**src/rtl/mc_stage_sequencer_if.sv**
```systemverilog
// Sequencer-side bundle: decode inputs, memory handshake, datapath strobes and status.
// Combinational strobes, no internal storage.
interface mc_stage_sequencer_if #(
    parameter int CW = 16
);
    logic [2:0]    opcode;
    logic          ex_done;
    logic          br_taken;
    logic          mem_ack;
    logic          mem_req;
    logic          mem_we;
    logic          ir_we;
    logic          pc_we;
    logic          rf_we;
    logic [4:0]    stage;
    logic          halted;
    logic          fault;
    logic [CW-1:0] instr_count;

    modport master (
        input  opcode, ex_done, br_taken, mem_ack,
        output mem_req, mem_we, ir_we, pc_we, rf_we, stage, halted, fault, instr_count
    );

    modport slave (
        output opcode, ex_done, br_taken, mem_ack,
        input  mem_req, mem_we, ir_we, pc_we, rf_we, stage, halted, fault, instr_count
    );
endinterface

```
**src/rtl/mc_stage_sequencer.sv**
```systemverilog
// Multicycle CPU stage sequencer: IF/ID/EX/MEM/WB one-hot with class-based stage skipping.
// Strobes are Mealy; mem_req held until mem_ack, stalls beyond MEM_TIMEOUT cycles fault.
module mc_stage_sequencer #(
    parameter int MEM_TIMEOUT = 15,
    parameter int TW          = 4,
    parameter int CW          = 16
) (
    input  logic                  clk,
    input  logic                  rst,
    mc_stage_sequencer_if.master  bus
);

    typedef enum logic [6:0] {
        S_IF     = 7'b0000001,
        S_ID     = 7'b0000010,
        S_EX     = 7'b0000100,
        S_MEM    = 7'b0001000,
        S_WB     = 7'b0010000,
        S_HALTED = 7'b0100000,
        S_FAULT  = 7'b1000000
    } state_t;

    localparam logic [2:0] OP_ALU    = 3'b000;
    localparam logic [2:0] OP_LOAD   = 3'b001;
    localparam logic [2:0] OP_STORE  = 3'b010;
    localparam logic [2:0] OP_BRANCH = 3'b011;
    localparam logic [2:0] OP_HALT   = 3'b111;

    localparam logic [TW-1:0] WAIT_LAST = TW'(MEM_TIMEOUT - 1);

    state_t        state_q, state_d;
    logic [2:0]    op_q, op_d;
    logic [TW-1:0] wait_cnt_q, wait_cnt_d;
    logic [CW-1:0] instr_count_q, instr_count_d;

    logic mem_req_c, mem_we_c, ir_we_c, pc_we_c, rf_we_c, retire_c;

    always_comb begin
        state_d       = state_q;
        op_d          = op_q;
        wait_cnt_d    = '0;
        instr_count_d = instr_count_q;
        mem_req_c     = 1'b0;
        mem_we_c      = 1'b0;
        ir_we_c       = 1'b0;
        pc_we_c       = 1'b0;
        rf_we_c       = 1'b0;
        retire_c      = 1'b0;

        case (state_q)
            S_IF: begin
                mem_req_c = 1'b1;
                if (bus.mem_ack) begin
                    ir_we_c = 1'b1;
                    pc_we_c = 1'b1;
                    state_d = S_ID;
                end else if (wait_cnt_q == WAIT_LAST) begin
                    state_d = S_FAULT;
                end else begin
                    wait_cnt_d = wait_cnt_q + 1'b1;
                end
            end
            S_ID: begin
                op_d = bus.opcode;
                case (bus.opcode)
                    OP_ALU, OP_LOAD, OP_STORE, OP_BRANCH: state_d = S_EX;
                    OP_HALT:                              state_d = S_HALTED;
                    default:                              state_d = S_FAULT;
                endcase
            end
            S_EX: begin
                if (bus.ex_done) begin
                    case (op_q)
                        OP_ALU:            state_d = S_WB;
                        OP_LOAD, OP_STORE: state_d = S_MEM;
                        OP_BRANCH: begin
                            pc_we_c  = bus.br_taken;
                            retire_c = 1'b1;
                            state_d  = S_IF;
                        end
                        default:           state_d = S_FAULT;
                    endcase
                end
            end
            S_MEM: begin
                mem_req_c = 1'b1;
                mem_we_c  = (op_q == OP_STORE);
                if (bus.mem_ack) begin
                    if (op_q == OP_STORE) begin
                        retire_c = 1'b1;
                        state_d  = S_IF;
                    end else begin
                        state_d  = S_WB;
                    end
                end else if (wait_cnt_q == WAIT_LAST) begin
                    state_d = S_FAULT;
                end else begin
                    wait_cnt_d = wait_cnt_q + 1'b1;
                end
            end
            S_WB: begin
                rf_we_c  = 1'b1;
                retire_c = 1'b1;
                state_d  = S_IF;
            end
            S_HALTED, S_FAULT: ;
            default: state_d = S_FAULT;
        endcase

        if (retire_c) begin
            instr_count_d = instr_count_q + 1'b1;
        end
    end

    always_ff @(posedge clk) begin
        if (!rst) begin
            state_q       <= S_IF;
            op_q          <= '0;
            wait_cnt_q    <= '0;
            instr_count_q <= '0;
        end else begin
            state_q       <= state_d;
            op_q          <= op_d;
            wait_cnt_q    <= wait_cnt_d;
            instr_count_q <= instr_count_d;
        end
    end

    // Strobes are held quiet while reset is asserted so no request escapes mid-reset.
    assign bus.mem_req     = mem_req_c & rst;
    assign bus.mem_we      = mem_we_c  & rst;
    assign bus.ir_we       = ir_we_c   & rst;
    assign bus.pc_we       = pc_we_c   & rst;
    assign bus.rf_we       = rf_we_c   & rst;
    assign bus.stage       = state_q[4:0];
    assign bus.halted      = (state_q == S_HALTED);
    assign bus.fault       = (state_q == S_FAULT);
    assign bus.instr_count = instr_count_q;

endmodule

```
**src/flat_wrapper.sv**
```systemverilog
// flat-port wrapper written by rule: the top's interface ports become plain ports
module mc_stage_sequencer_flat 
#(
    parameter int MEM_TIMEOUT = 15,
    parameter int TW          = 4,
    parameter int CW          = 16
)
  (clk, rst, bus_opcode, bus_ex_done, bus_br_taken, bus_mem_ack, bus_mem_req, bus_mem_we, bus_ir_we, bus_pc_we, bus_rf_we, bus_stage, bus_halted, bus_fault, bus_instr_count);
  mc_stage_sequencer_if #(.CW(CW)) bus_i ();
  input  logic clk;
  input  logic rst;
  input wire logic [$bits(bus_i.opcode)-1:0] bus_opcode;
  input wire logic [$bits(bus_i.ex_done)-1:0] bus_ex_done;
  input wire logic [$bits(bus_i.br_taken)-1:0] bus_br_taken;
  input wire logic [$bits(bus_i.mem_ack)-1:0] bus_mem_ack;
  output wire logic [$bits(bus_i.mem_req)-1:0] bus_mem_req;
  output wire logic [$bits(bus_i.mem_we)-1:0] bus_mem_we;
  output wire logic [$bits(bus_i.ir_we)-1:0] bus_ir_we;
  output wire logic [$bits(bus_i.pc_we)-1:0] bus_pc_we;
  output wire logic [$bits(bus_i.rf_we)-1:0] bus_rf_we;
  output wire logic [$bits(bus_i.stage)-1:0] bus_stage;
  output wire logic [$bits(bus_i.halted)-1:0] bus_halted;
  output wire logic [$bits(bus_i.fault)-1:0] bus_fault;
  output wire logic [$bits(bus_i.instr_count)-1:0] bus_instr_count;
  assign bus_i.opcode = bus_opcode;
  assign bus_i.ex_done = bus_ex_done;
  assign bus_i.br_taken = bus_br_taken;
  assign bus_i.mem_ack = bus_mem_ack;
  assign bus_mem_req = bus_i.mem_req;
  assign bus_mem_we = bus_i.mem_we;
  assign bus_ir_we = bus_i.ir_we;
  assign bus_pc_we = bus_i.pc_we;
  assign bus_rf_we = bus_i.rf_we;
  assign bus_stage = bus_i.stage;
  assign bus_halted = bus_i.halted;
  assign bus_fault = bus_i.fault;
  assign bus_instr_count = bus_i.instr_count;
  mc_stage_sequencer #(.MEM_TIMEOUT(MEM_TIMEOUT), .TW(TW), .CW(CW)) u_core (.clk(clk), .rst(rst), .bus(bus_i));
endmodule
```
**config.mk**
```make
export PLATFORM = sky130hd
export DESIGN_NAME = mc_stage_sequencer_flat
export DESIGN_NICKNAME = d
export VERILOG_FILES = /design/src/rtl/mc_stage_sequencer_if.sv /design/src/rtl/mc_stage_sequencer.sv /design/src/flat_wrapper.sv
export SDC_FILE = /design/constraint.sdc
export NUM_CORES = 1
export LEC_CHECK = 0
export CAP_MARGIN = 20
export CELL_PAD_IN_SITES_DETAIL_PLACEMENT = 1
export CELL_PAD_IN_SITES_GLOBAL_PLACEMENT = 2
export CORE_MARGIN = 2
export CORE_UTILIZATION = 32
export DETAILED_ROUTE_END_ITERATION = 10
export HOLD_SLACK_MARGIN = 0.12
export PLACE_DENSITY = 0.89
export SLEW_MARGIN = 20
export SYNTH_ARGS = -nofsm -noshare
export SYNTH_HDL_FRONTEND = slang
export SYNTH_SLANG_ARGS = --single-unit
```
**constraint.sdc**
```tcl
create_clock -name clk -period 4.1 [get_ports clk]
set_input_delay 0.41 -clock clk [delete_from_list [all_inputs] [get_ports clk]]
set_output_delay 0.41 -clock clk [all_outputs]
set_load 0.005 [all_outputs]
```
# After elaboration in Yosys (flattened, before gate mapping)
# Index checks and enable logic that the tools add are counted.
# op_classes
n_addsub	2
n_eq_ne	16
mux	21
bitwise_logic	8
n_reduce_logical	8
# op_table
operator	count
7-bit case mux with 6 select lines	1
7-bit 2-to-1 mux	4
7-bit case mux with 3 select lines	1
16-bit by 1-bit adder with 16-bit output, second input constant	1
7-bit case mux with 2 select lines	1
3-bit by 2-bit == test with 1-bit output, second input constant	4
1-bit 2-to-1 mux	11
4-bit OR reduction	2
7-bit by 1-bit == test with 1-bit output, second input constant	1
7-bit by 2-bit == test with 1-bit output, second input constant	1
7-bit by 3-bit == test with 1-bit output, second input constant	1
7-bit by 4-bit == test with 1-bit output, second input constant	1
7-bit by 5-bit == test with 1-bit output, second input constant	1
7-bit by 6-bit == test with 1-bit output, second input constant	1
7-bit == test, second input constant	1
3-bit by 1-bit == test with 1-bit output, second input constant	2
3-bit logical NOT	2
2-bit OR reduction	3
1-bit AND	5
5-bit 2-to-1 mux	1
4-bit by 1-bit adder with 4-bit output, second input constant	1
4-bit == test, second input constant	1
3-bit == test, second input constant	1
1-bit NOT	3
other kinds (4)	4
# totals
reg_bits	30
in_bits	8

# Logic depth before layout (Yosys ltp)
# Gate-level depths: netlist (run 1).
# depth
depth_word	5
depth_mapped	8
mapped_depth_nobuf	6

# Worst setup path after synthesis (run 1)
# OpenSTA, ideal clock, no wires.
# synth_timing
path_kind	register to register
from	register u_core.state_q[6]
to	register u_core.instr_count_q[13], in the netlist u_core.bus.instr_count[13]
setup_time_ns	0.070
t_arrival_ns	1.931
t_required_ns	4.030
setup_slack_ns	2.098
path_stages_with_launch	8
period_less_slack_ns	2.002
path_cell_list	dfxtp_1 -> buf_6 -> or3b_2 -> nor4_4 -> nor3_2 -> buf_6 -> or4_1 -> a21oi_1
# synth_between
elab_chain_cells	2
word_cells_on_any_way	4
# synth_lines
item	line_no	source
start, declared	mc_stage_sequencer.sv:31	state_t state_q, state_d;
start signal, assigned	mc_stage_sequencer.sv:122	state_q <= state_d;
7-bit by 5-bit == test with 1-bit output, or another cell as far along	mc_stage_sequencer.sv:50	case (state_q)
1-bit case mux with 3 select lines *	mc_stage_sequencer.sv:50	
end signal, assigned	mc_stage_sequencer.sv:125	instr_count_q <= instr_count_d;
end, declared	mc_stage_sequencer.sv:34	logic [CW-1:0] instr_count_q, instr_count_d;
# Mark *: on every way between the ends. The rest lies on a longest branch, timed or not.
# A chain may end at the register's enable or synchronous reset.

# Final worst setup path (run 1)
# layout_timing
from	register u_core.state_q[2]
to	output bus_pc_we
# layout_between
elab_chain_cells	3
word_cells_on_any_way	4
# layout_lines
item	line_no	source
7-bit by 3-bit == test with 1-bit output / 7-bit by 1-bit == test with 1-bit output (equally long branches)	mc_stage_sequencer.sv:50	
1-bit case mux with 2 select lines *	mc_stage_sequencer.sv:50	
1-bit AND *	mc_stage_sequencer.sv:133	assign bus.pc_we = pc_we_c & rst;
end, declared	flat_wrapper.sv:19	output wire logic [$bits(bus_i.pc_we)-1:0] bus_pc_we;
# Marked as above.

==> results.sh, run 1 <==
export IMPL_status="finished clean"
export IMPL_gp_congestion=0.822
export IMPL_setup_viol=0
export IMPL_ff_latch_area_sq_um=601
export IMPL_post_route_period_util_pct=67.9
export IMPL_crit_path_max_fanout=8
export IMPL_synth_area_top_cells="dfxtp_1 37%, nor2_1 4.4%, a21oi_1 3.4%"
export IMPL_syn_inst=190
export IMPL_cts_hold_buffers=0
export IMPL_synth_top_area_share_pct=36.8
export IMPL_syn2layout_area_growth_pct=28.1
export IMPL_clkLatencyLatePin_ns=0.28
export IMPL_final_common_cell="clkdlybuf4s50_1"
export IMPL_coreArea_sq_mm=0.00482
export IMPL_finalInstanceArea_sq_mm=0.00209
export IMPL_max_slew_margin_pct=38.1
export IMPL_synth_cell_area_sq_mm=0.00163
export IMPL_post_cts_resized=0
export IMPL_pre_cts_ws_ns=1.39
export IMPL_core_rowCount=25
export IMPL_htreeDepth=2
export IMPL_path_cells="nor4b_1, and3_2, nand2_1, a21oi_1, clkdlybuf4s50_1"
export IMPL_multiInputGateArea_sq_um=947
export IMPL_grt_pass1_vias=1509
export IMPL_synth_nets=201
export IMPL_cts_buffer_depth=2
export IMPL_arrival_ns=2.38
export IMPL_dp_cells=281
export IMPL_grt_first_pass_wirelength_um=7220
export IMPL_clock_skew_ns=0.00381
export IMPL_worst_pin_slew_ns=0.916
export IMPL_cts_setup_buffers=0
export IMPL_final_cell_mix="35 x clkdlybuf4s50_1, 30 x dfxtp_1, 19 x nor2_1, 13 x nand2_1, 11 x a21oi_1"
export IMPL_gr_total_overflow=0
export IMPL_startpoint_type="flop"
export IMPL_via_per_inst=5.22
export IMPL_drv_cap=0
export IMPL_num_vias=1508
export IMPL_drc=0
export IMPL_worst_setup_path_end_kind="output pin"
export IMPL_antenna_found_initial=0
export IMPL_fin_nets=232
export IMPL_grt_max_degree=22
export IMPL_synth_seq_cells=30
export IMPL_cp_num_buf_inv=1
export IMPL_hold_violations=0
export IMPL_antennaDiodeCount=0
export IMPL_required_ns=3.69
export IMPL_power_mw=0.659
export IMPL_drt_pass1_iterations=4
export IMPL_dieArea_sq_mm=0.00569
export IMPL_routed_wl_um=4370
export IMPL_avgRoutedWirePerCell_um=15.1
export IMPL_dp_hpwl_um=3220
export IMPL_drtIter0Drc=96
export IMPL_slew_viol_final=0
export IMPL_final_layout_size_suffix_gt1_share_pct=6.76
export IMPL_synth_top_area_cell="dfxtp_1"
export IMPL_grt_usage_pct=16.6
export IMPL_powerDensity_mw_per_mm2=315
export IMPL_synth_distinct_cells=45
export IMPL_rsz0062_at_grt="false"
export IMPL_cts_sinks=30
export IMPL_r2r_setup_slack_ns=1.88
export IMPL_tritoncts="done"
export IMPL_io_pins=36
export IMPL_die_h_um=75.4
export IMPL_path_delay_family="simple AND/OR/NAND/NOR gates"
export IMPL_p_leak_nw=0.692
export IMPL_fmax_ghz=0.359
export IMPL_fin_ws_ns=1.31
export IMPL_post_dp_cell_area_sq_mm=0.00199
export IMPL_slowest_stage="clkdlybuf4s50_1"
export IMPL_cts_clk_slew_worst_paths_ns=0.07
export IMPL_cts_made_buffers=5
export IMPL_hp_class="reg -> reg"
export IMPL_synth_warnings=0
export IMPL_seq_area_frac_synth_pct=36.8
export IMPL_avgSynthCellArea_sq_um=8.59
export IMPL_root_buffer="clkbuf_8"
export IMPL_vdd_ir_drop_max_mv=0.144
export IMPL_worst_setup_path_type="reg -> out"
export IMPL_ant_nets=0
export IMPL_finalNonFillerCells=289
export IMPL_die_x_um=75.4
export IMPL_post_route_min_period_ns=2.79
export IMPL_io_buffer_count=35
export IMPL_setup_tns_ns=0
export IMPL_initial_utilization_pct=33.9
export IMPL_fill_cells=590
export IMPL_max_stage_delay_ns=0.52
## layer usage
layer	vias to the layer above	GRT usage [%]	part of all wire [%]
met1	729	22.8	50
met5	-	0	0
li1	752	-	-
met3	4	4.63	3.6
met2	23	25.6	45
met4	0	4.48	0.92
## metrics by stage
step,hold WS [ns],util (%)
2_1_floorplan,0.430,-
3_3_place_gp,0.449,41.4
3_5_place_dp,0.458,41.4
4_1_cts,0.473,43.3
5_1_grt,0.495,43.4
6_report,0.466,43.4
## cells in the mapped netlist, drive strengths merged
library cell,instances
nand3,8
nor3,8
inv,3
and4,2
a21oi,11
xnor2,6
nand4,3
o21a,4
and3,3
o22ai,1
nor3b,4
nand2,13
nor2,19
o32a,1
a21o,1
nor4,3
dfxtp,30
buf,8
xor2,3
nor4b,2
o31a,1
o311ai,1
a41oi,1
and4b,1
mux2i,4
nand2b,5
o311a,2
or3b,3
or3,7
o21ai,9
and2,3
o211ai,1
nand4b,1
ha,3
clkbuf,4
or4,6
o31ai,4
o2bb2a,1
## kinds of logic (layout without fill, tap and decap cells)
| family | after synthesis | in the layout | synth area share, % |
|---|---|---|---|
| AO/OA/AOI/OAI | 38 | 38 | 15.2 |
| XOR/XNOR | 9 | 9 | 4.83 |
| adder cells (fa/ha/maj) | 3 | 3 | 2.30 |
| buffers and inverters | 15 | 47 | 5.59 |
| flip-flops | 30 | 30 | 36.8 |
| multiplexers | 4 | 4 | 2.45 |
| AND/OR/NAND/NOR | 91 | 91 | 32.9 |
## layout make-up
type	count	share of cell area [%]
inverter	3	0.538
multi-input combinational	145	45.3
clock buffer	7	4.13
tap	67	4.01
clock inverter	1	0.239
sequential	30	28.7
timing repair buffer	36	17.1
## worst register-to-register path: cells and delay by family, from the launching register on
kind               cells  cell delay [ns]
and+or+nand+nor        4             1.61
DFF                    1             0.39
AOI/OAI and AO/OA      1             0.14
## where the power goes
part,internal [mW],switching [mW],leakage [nW]
sequential,0.299,0.0169,0.243
combinational,0.0464,0.0471,0.402
clock,0.135,0.114,0.0482
## path summary, 6_finish.rpt
kind | start | to | cells past startpoint
max | u_core.state_q[2] | bus_pc_we | 5
min | u_core.wait_cnt_q[0] | u_core.wait_cnt_q[0] | 1
max reg2reg | u_core.state_q[1] | u_core.bus.instr_count[9] | 5
min reg2reg | u_core.wait_cnt_q[0] | u_core.wait_cnt_q[0] | 1
## sequential cells by signal, indices dropped and copies added, names as in the netlist
name and count:
u_core.bus.instr_count 16, u_core.op_q 3, u_core.state_q 7, u_core.wait_cnt_q 4
(Power assumes the default switching activity.)
==> run 2, diff against run 1 <==
--- a/config.mk
+++ b/config.mk
@@ -9,10 +9,10 @@
 export CELL_PAD_IN_SITES_DETAIL_PLACEMENT = 1
 export CELL_PAD_IN_SITES_GLOBAL_PLACEMENT = 2
 export CORE_MARGIN = 2
-export CORE_UTILIZATION = 32
+export CORE_UTILIZATION = 29
 export DETAILED_ROUTE_END_ITERATION = 10
 export HOLD_SLACK_MARGIN = 0.12
-export PLACE_DENSITY = 0.89
+export PLACE_DENSITY = 0.82
 export SLEW_MARGIN = 20
 export SYNTH_ARGS = -nofsm -noshare
 export SYNTH_HDL_FRONTEND = slang
==> constraint.sdc (replaced) <==
create_clock -name clk -period 2.75 [get_ports clk]
set_input_delay 0.275 -clock clk [delete_from_list [all_inputs] [get_ports clk]]
set_output_delay 0.275 -clock clk [all_outputs]
set_load 0.005 [all_outputs]
==> results.sh, run 2 (same netlist as run 1, synthesis figures left out) <==
export IMPL_combPwrFrac_pct=14.3
export IMPL_pre_cts_ws_ns=0.117
export IMPL_switching_share_pct=27.2
export IMPL_p_sw_mw=0.268
export IMPL_post_route_period_util_pct=94.6
export IMPL_rsz0062_at_grt="false"
export IMPL_final_cell_mix="35 x clkdlybuf4s50_1, 30 x dfxtp_1, 19 x nor2_1, 13 x nand2_1, 11 x a21oi_1"
export IMPL_grt_first_pass_wirelength_um=7180
export IMPL_setup_viol=0
export IMPL_gr_total_overflow=0
export IMPL_setup_tns_ns=0
export IMPL_via_per_inst=5.24
export IMPL_die_h_um=79.0
export IMPL_hold_violations=0
export IMPL_fin_nets=233
export IMPL_seq_power_share_pct=47.9
export IMPL_crit_path_max_fanout=8
export IMPL_routed_wl_um=4410
export IMPL_status="finished clean"
export IMPL_coreArea_sq_mm=0.00547
export IMPL_cp_num_buf_inv=1
export IMPL_max_slew_margin_pct=48.2
export IMPL_hp_class="reg -> reg"
export IMPL_syn2layout_area_growth_pct=29.9
export IMPL_clock_power_share_pct=37.8
export IMPL_worst_setup_path_type="reg -> out"
export IMPL_dieArea_sq_mm=0.00625
export IMPL_required_ns=2.48
export IMPL_die_x_um=79.0
export IMPL_initial_utilization_pct=29.8
export IMPL_grt_pass1_vias=1451
export IMPL_largest_reg_flops=16
export IMPL_antennaDiodeCount=0
export IMPL_cts_buffer_depth=2
export IMPL_arrival_ns=2.33
export IMPL_worst_pin_slew_ns=0.766
export IMPL_startpoint_type="flop"
export IMPL_gp_congestion=0.768
export IMPL_slew_viol_final=0
export IMPL_p_leak_nw=0.705
export IMPL_drv_cap=0
export IMPL_cts_made_buffers=5
export IMPL_final_layout_size_suffix_gt1_share_pct=8.52
export IMPL_worst_setup_path_end_kind="output pin"
export IMPL_drtIter0Drc=56
export IMPL_final_common_cell="clkdlybuf4s50_1"
export IMPL_cts_clk_slew_worst_paths_ns=0.07
export IMPL_ant_nets=0
export IMPL_path_cells="or3_4, or4_1, nor2_1, clkdlybuf4s50_1"
export IMPL_num_vias=1547
export IMPL_tritoncts="done"
export IMPL_power_mw=0.987
export IMPL_core_rowCount=27
export IMPL_clkLatencyLatePin_ns=0.28
export IMPL_io_pins=36
export IMPL_grt_usage_pct=14.7
export IMPL_p_int_mw=0.719
export IMPL_fmax_ghz=0.384
export IMPL_slowest_stage="or4_1"
export IMPL_finalInstanceArea_sq_mm=0.00212
export IMPL_vdd_ir_drop_max_mv=0.279
export IMPL_drc=0
export IMPL_avgRoutedWirePerCell_um=15.0
export IMPL_cts_hold_buffers=0
export IMPL_drt_pass1_iterations=4
export IMPL_io_buffer_count=35
export IMPL_powerDensity_mw_per_mm2=465
export IMPL_cts_sinks=30
export IMPL_fill_cells=666
export IMPL_grt_max_degree=22
export IMPL_htreeDepth=2
export IMPL_post_dp_cell_area_sq_mm=0.00201
export IMPL_root_buffer="clkbuf_8"
export IMPL_clock_skew_ns=0.00679
export IMPL_dp_hpwl_um=3290
export IMPL_max_stage_delay_ns=0.56
export IMPL_fin_ws_ns=0.149
export IMPL_path_delay_family="simple AND/OR/NAND/NOR gates"
export IMPL_antenna_found_initial=0
export IMPL_post_route_min_period_ns=2.60
run 2: metrics by stage:
stage | hold WS [ns] | util [%] | cells
5_1_grt | 0.504 | 38.8 | 295
4_1_cts | 0.475 | 38.4 | 295
6_report | 0.464 | 38.8 | 295
3_5_place_dp | 0.458 | 36.7 | 287
2_1_floorplan | 0.422 | - | 190
3_3_place_gp | 0.450 | 36.7 | 287
run 2: power by group through the flow:
stage	Clock, mW	Sequential, mW	Combinational, mW
after global placement	0	0.481	0.139
after detailed placement	0	0.480	0.138
after global routing	0.410	0.476	0.155
after CTS	0.391	0.470	0.139
after floorplan	0	0.465	0.104
final	0.373	0.473	0.141
run 2: routing by layer:
metal  vias to the layer above  wire [um]  part of all wire, %  GRT usage, %
met1                       756       2280                   52          21.2
met4                         0         35                 0.79          4.66
met2                        27       1930                   44          21.7
li1                        759          -                    -             -
met3                         5        172                  3.9          3.18
met5                         -          0                    0             0
run 2: worst paths after layout:
kind / to / from / depth (start not counted) / slack, ns
worst max-delay path: bus_mem_req / u_core.state_q[1] / 4 / 0.15
worst min-delay path: u_core.wait_cnt_q[0] / u_core.wait_cnt_q[0] / 1 / 0.46
worst max register to register: u_core.bus.instr_count[11] / u_core.state_q[1] / 5 / 0.54
worst min register to register: u_core.wait_cnt_q[0] / u_core.wait_cnt_q[0] / 1 / 0.46
run 2: layout make-up:
| type | instances | area (sq um) | area share (%) |
|---|---|---|---|
| Multi-Input combinational cell | 145 | 958 | 45.2 |
| Clock buffer | 6 | 82.6 | 3.89 |
| Sequential cell | 30 | 601 | 28.3 |
| Timing Repair Buffer | 37 | 365 | 17.2 |
| Clock inverter | 2 | 12.5 | 0.590 |
| Inverter | 3 | 11.3 | 0.531 |
| Tap cell | 72 | 90.1 | 4.25 |
run 2: what timing repair did:
item,in CTS,in global routing
setup endpoints to repair,0,1
hold endpoints to repair,0,0
buffers inserted,0,0
resized for setup,0,2
